### src/rtl/fft_unloader_pkg.sv
// fft_unloader_pkg: shared FFT helpers; bitrev is reused by the butterfly address generator.
package fft_unloader_pkg;
   function automatic logic [31:0] bitrev(input logic [31:0] v, input int w);
      logic [31:0] r;
      r = '0;
      for (int i = 0; i < w; i++) r[5'(i)] = v[5'(w - 1 - i)];
      return r;
   endfunction
endpackage

### src/rtl/fft_unload_fifo.sv
// fft_unload_fifo: small synchronous FIFO with a registered-pointer head; reset clears pointers only.
module fft_unload_fifo
   import fft_unloader_pkg::*;
#(
   parameter int WIDTH = 45,
   parameter int DEPTH = 4,
   localparam int CW = $clog2(DEPTH + 1),
   localparam int PW = (DEPTH > 1) ? $clog2(DEPTH) : 1
) (
   input  logic             clk,
   input  logic             reset,
   input  logic             push,
   input  logic             pop,
   input  logic [WIDTH-1:0] wdata,
   output logic [WIDTH-1:0] rdata,
   output logic [CW-1:0]    count,
   output logic             empty,
   output logic             full
);
   logic [WIDTH-1:0] mem [DEPTH];
   logic [PW-1:0] wptr, rptr;
   assign empty = count == '0;
   assign full = count == CW'(DEPTH);
   assign rdata = mem[rptr];
   always_ff @(posedge clk) begin
      if (reset) begin
         wptr <= '0;
         rptr <= '0;
         count <= '0;
      end else begin
         if (push) wptr <= (wptr == PW'(DEPTH - 1)) ? '0 : wptr + 1'b1;
         if (pop) rptr <= (rptr == PW'(DEPTH - 1)) ? '0 : rptr + 1'b1;
         count <= count + CW'(push) - CW'(pop);
      end
   end
   always_ff @(posedge clk) begin
      if (push) mem[wptr] <= wdata;
   end
endmodule

### src/rtl/fft_unloader.sv
// fft_unloader: streams the FFT RAM out in bit-reversed read order so bins leave in natural order.
// Define FFT_UNLOAD_HALF_EN to emit only bins 0..N/2 (real-input spectrum).
module fft_unloader
   import fft_unloader_pkg::*;
#(
   parameter int FFT_SIZE = 4096,
   parameter int DATA_W = 32,
   parameter int RAM_LATENCY = 2,
   parameter int FIFO_DEPTH = 4,
   localparam int LEVELS = $clog2(FFT_SIZE)
) (
   input  logic              clk,
   input  logic              reset,
   input  logic              unload_go,
   output logic              unload_busy,
   output logic              unload_done,
   output logic              ram_re,
   output logic [LEVELS-1:0] ram_raddr,
   input  logic [DATA_W-1:0] ram_rdata,
   output logic              out_valid,
   input  logic              out_ready,
   output logic [DATA_W-1:0] out_data,
   output logic [LEVELS-1:0] out_index,
   output logic              out_last
);
   localparam int CW = $clog2(FIFO_DEPTH + 1);
   localparam int EW = LEVELS + 1;
   localparam int LW = RAM_LATENCY * EW;
   localparam int FW = DATA_W + EW;
`ifdef FFT_UNLOAD_HALF_EN
   localparam logic [LEVELS-1:0] K_LAST = LEVELS'(FFT_SIZE / 2);
`else
   localparam logic [LEVELS-1:0] K_LAST = LEVELS'(FFT_SIZE - 1);
`endif
   typedef enum logic [1:0] {IDLE, READING, DRAINING} state_t;
   state_t state, state_nx;
   logic [LEVELS-1:0] k;
   logic [RAM_LATENCY-1:0] dl_v;
   logic [LW-1:0] dl_kl;
   logic [CW-1:0] fifo_count;
   logic fifo_empty, fifo_full, issue, pop;
   logic [FW-1:0] fifo_rdata;
   // Credit check counts reads still inside the RAM pipe, so the FIFO cannot overflow under any backpressure.
   assign issue = state == READING && !fifo_full && (int'(fifo_count) + $countones(dl_v) < FIFO_DEPTH);
   assign ram_re = issue;
   assign ram_raddr = LEVELS'(bitrev(32'(k), LEVELS));
   assign pop = out_valid & out_ready;
   assign unload_done = state == DRAINING && dl_v == '0 && fifo_empty;
   assign unload_busy = state != IDLE && !unload_done;
   always_comb begin
      state_nx = state;
      state_nx = (state == IDLE && unload_go) ? READING :
                 (issue && k == K_LAST) ? DRAINING :
                 unload_done ? IDLE : state;
   end
   always_ff @(posedge clk) begin
      if (reset) begin
         state <= IDLE;
         k <= '0;
         dl_v <= '0;
      end else begin
         state <= state_nx;
         k <= (state == IDLE && unload_go) ? '0 : issue ? k + 1'b1 : k;
         dl_v <= RAM_LATENCY'({dl_v, issue});
      end
   end
   always_ff @(posedge clk) begin
      dl_kl <= LW'({dl_kl, k, k == K_LAST});
   end
   fft_unload_fifo #(.WIDTH(FW), .DEPTH(FIFO_DEPTH)) u_fifo (
      .clk   (clk),
      .reset (reset),
      .push  (dl_v[RAM_LATENCY-1]),
      .pop   (pop),
      .wdata ({ram_rdata, dl_kl[LW-1 -: EW]}),
      .rdata (fifo_rdata),
      .count (fifo_count),
      .empty (fifo_empty),
      .full  (fifo_full)
   );
   assign out_valid = !fifo_empty;
   assign out_data = fifo_rdata[FW-1 -: DATA_W];
   assign out_index = out_valid ? fifo_rdata[LEVELS:1] : '0;
   assign out_last = out_valid & fifo_rdata[0];
endmodule
### config.mk
export PLATFORM = sky130hd
export DESIGN_NAME = fft_unloader
export DESIGN_NICKNAME = d
export VERILOG_FILES = /design/src/rtl/fft_unloader_pkg.sv /design/src/rtl/fft_unload_fifo.sv /design/src/rtl/fft_unloader.sv
export SDC_FILE = /design/constraint.sdc
export NUM_CORES = 1
export LEC_CHECK = 0
export ABC_CLOCK_PERIOD_IN_PS = 2700
export CAP_MARGIN = 5
export CORE_MARGIN = 2
export CORE_UTILIZATION = 50
export DETAILED_ROUTE_END_ITERATION = 12
export GPL_TIMING_DRIVEN = 1
export PLACE_DENSITY_LB_ADDON = 0.15
export SLEW_MARGIN = 15
export SYNTH_ARGS = -nofsm -noshare
export SYNTH_HDL_FRONTEND = slang
export SYNTH_SLANG_ARGS = --single-unit
### constraint.sdc
create_clock -name clk -period 2.7 [get_ports clk]
set_clock_uncertainty 0.05 [all_clocks]
set_input_delay 0.54 -clock clk [delete_from_list [all_inputs] [get_ports clk]]
set_output_delay 0.54 -clock clk [all_outputs]
set_load 0.1 [all_outputs]
==> impl_results.md <==
* Outcome: completed
* Worst slew pin tran at about 0.57 ns
* Synthesized area at around 8500 sq um
* Peak VDD IR at slightly below 600 uV
* Cell leakage power at between 3 and 4 nW
* Vias in the first global route at 4500
* Most instantiated cells after synthesis: 180 x edfxtp_1, 51 x dfxtp_1, 45 x mux4_2
* Final clock period utilization by the worst path at a little over nine tenths
* First-pass GRT wire length at roughly 24000 microns
* Worst Hold Class: register to register
* Core Area at about 17000 sq um
* Ys Warns at 0
* Crit-path max cell delay at 0.34 ns
* Adder-Cell Fraction of Synth Area at under 10%
* H-tree depth at 1
* Io pins at 97
* Vias post-DR at between 4000 and 5000
* GRT overflow at 0
* Initial drt markers at between 200 and 250
* Register area share after synthesis at about three quarters
* CP max FO at 6
* Final Max Tran Viols at 0
* Fraction of synthesized cell area in xor and xnor cells at 0.103%
* Routed WL per cell at between 15 and 20 microns
* Max Cap Viol at 0
* Final WS setup at between 0.1 and 0.15 ns
* ANT cells at 0
* Root Driver: clkbuf_16
* Setup WS pre-CTS at around 0.46 ns
* Bufs on Longest Clock Path at 3
* Data arrival time of the critical path at ~2 ns
* Top cell type's share of synthesized area at between 60% and 70%
* Tmin final at 2.57 ns
* Mean Syn Cell Area at slightly below 20 sq um
* Synth Area in Simple Gates at between 6 and 7%
* Gate Count Post-Synth at around 440
* Final hold vios at 0
* TritonCTS clock tree: yes
* CP startpoint kind: register
* Cts hold-fix bufs at 0
* Dpl cells at between 700 and 800
* Chip width at between 100 and 150 microns
* Yosys cell types at 48
* Initial Util at a little over 50%
* Fin cells at 800
* Register bit total from synthesis at around 230
* Compound-cell area share of the yosys netlist at 1.75%
* Final setup vio count at 0
* DIE AREA at ~18000 sq um
* Placer Congestion at roughly 0.83
* Reg clk slew, reported paths at 0.06 ns
* Synth area leader: edfxtp_1
* Setup crit end kind: output pin
* Fillers at 1123
* Drt first pass iters at 4
* DR vias/cell at ~5.4
* Top-count cell post-synth: edfxtp_1
* Synth Flop Type: edfxtp_1
* Routed Antenna Nets at 0
* Largest net degree at the start of global routing at 31
* Setup Crit Path Kind: register to output pin
* Layout cells sized above 1 at 32.8%
* Final nets at 609
* Post-Syn Nets at roughly 480
* DIE HEIGHT at 135 microns
* Synth area leaders: edfxtp_1 63%, dfxtp_1 12%, mux4_2 12%
* Multi-input combinational cell area at between 2000 and 2500 sq um
* Number of remaining DRC errors at 0
* Async SR Flop Fraction at 0%
* Worst Path Required at 2.11 ns
* Layout area overhead at 30.7%
* Buffers on Ports at 96
* Worst path slowest cell: ha_1
* Routed WL at 14900 microns
* Largest family of logic cells by synthesized area: multiplexers
* Worst-skew pair later-pin latency at about 0.49 ns
* EDFF count, synth at between 150 and 200
* DP HPWL at 9570 microns
* Unrepaired setup endpoints after global routing: no
* All-Layer GR Usage at roughly 17%
* Max Clk Rate at between 300 and 400 MHz
* Sink Count at around 230
* Initial antenna violation count at 0
* TritonCTS Buffers at 23
* FF/Latch Area at approximately 6400 sq um
* Pwr dens at 1010 nW/um^2
* Row cnt at 47
* Sequence of cells on the critical path: ha_1 > a21oi_4 > nor3_1 > nor3_2 > buf_12
* Max_slew headroom at between 60 and 70%
* Mux share of post-synthesis cell area at 13.1%
cells in the final DEF (no fill, tap or decap), types with 9 or more instances in the layout:
| master | netlist | layout |
|---|---|---|
| edfxtp_1 | 180 | 180 |
| a21oi_1 | 9 | 9 |
| buf_12 | 0 | 54 |
| mux4_2 | 45 | 45 |
| dfxtp_1 | 51 | 49 |
| clkbuf_16 | 0 | 26 |
| mux2i_1 | 9 | 9 |
| clkdlybuf4s50_1 | 0 | 35 |
| buf_4 | 2 | 30 |
| nor2_1 | 12 | 11 |
| and2_1 | 18 | 13 |
| or3_1 | 10 | 10 |
| ha_1 | 9 | 9 |
| nand2_1 | 12 | 12 |
sequential cells by signal, indices dropped and copies added (netlist names), named ones only:
signal,count
state,2
dl_kl,26
u_fifo.count,3
k,12
u_fifo.wptr,2
dl_v,2
u_fifo.mem,180
u_fifo.rptr,2
metal layers:
metal  global-route usage [%]  wire [microns]
met2                     29.0            7650
met5                        0               0
met4                     4.62             260
met1                     23.1            6170
met3                     2.52             803
cell type report:
cell class	instances	share of cell area, %
multi-input cells	181	18.0
well taps	220	2.47
inverters	7	0.236
flip-flops and latches	231	57.7
clock buffers	33	6.25
repair buffers	119	14.9
clock inverters	9	0.516
cells by family (layout without fill, tap and decap cells):
kind of cell | after synthesis | in the layout
mux | 55 | 55
simple gates | 94 | 94
fa+ha+maj | 10 | 10
compound gates | 21 | 21
flops | 231 | 231
xor+xnor | 1 | 1
buf+inv | 25 | 168
per-stage QoR:
step	utilization [%]	area [sq um]	hold WS, ns	TNS, ns	power, mW
global route	67.0	11200	0.279	0	11.7
floorplan	-	8540	0.260	-0.207	6.81
CTS	67.0	11100	0.276	0	11.4
detailed placement	62.1	10300	0.262	0	8.30
global placement	62.1	10300	0.260	0	8.27
finish	67.0	11200	0.276	0	11.3
critical path, delay by kind of cell, from the launching register on:
family	cells	cell delay, ns
flip-flops	1	0.33
AO/OA/AOI/OAI	1	0.21
buffers and inverters	1	0.21
AND/OR/NAND/NOR	2	0.39
adder cells (fa/ha/maj)	1	0.34
path summary, 6_finish.rpt:
kind | slack, ns | cells after the start | to | start
setup / recovery | 0.13 | 5 | ram_re | dl_v[0]
hold / removal | 0.28 | 0 | dl_kl[19] | dl_kl[6]
setup reg to reg | 0.56 | 7 | u_fifo.count[1] | u_fifo.count[1]
hold reg to reg | 0.28 | 0 | dl_kl[19] | dl_kl[6]
what timing repair did:
item / 4_1_cts / 5_1_grt
endpoints found under the setup margin: 31 / 1
pin swaps: 0 / 0
setup buffers: 5 / 0
gates resized for setup: 0 / 1
power by group:
part	internal [mW]	switching, mW	total [mW]
clock network	1.81	1.24	3.05
registers	3.91	0.0937	4.00
logic	1.59	2.65	4.24
Power figures use the tool's default switching activity.
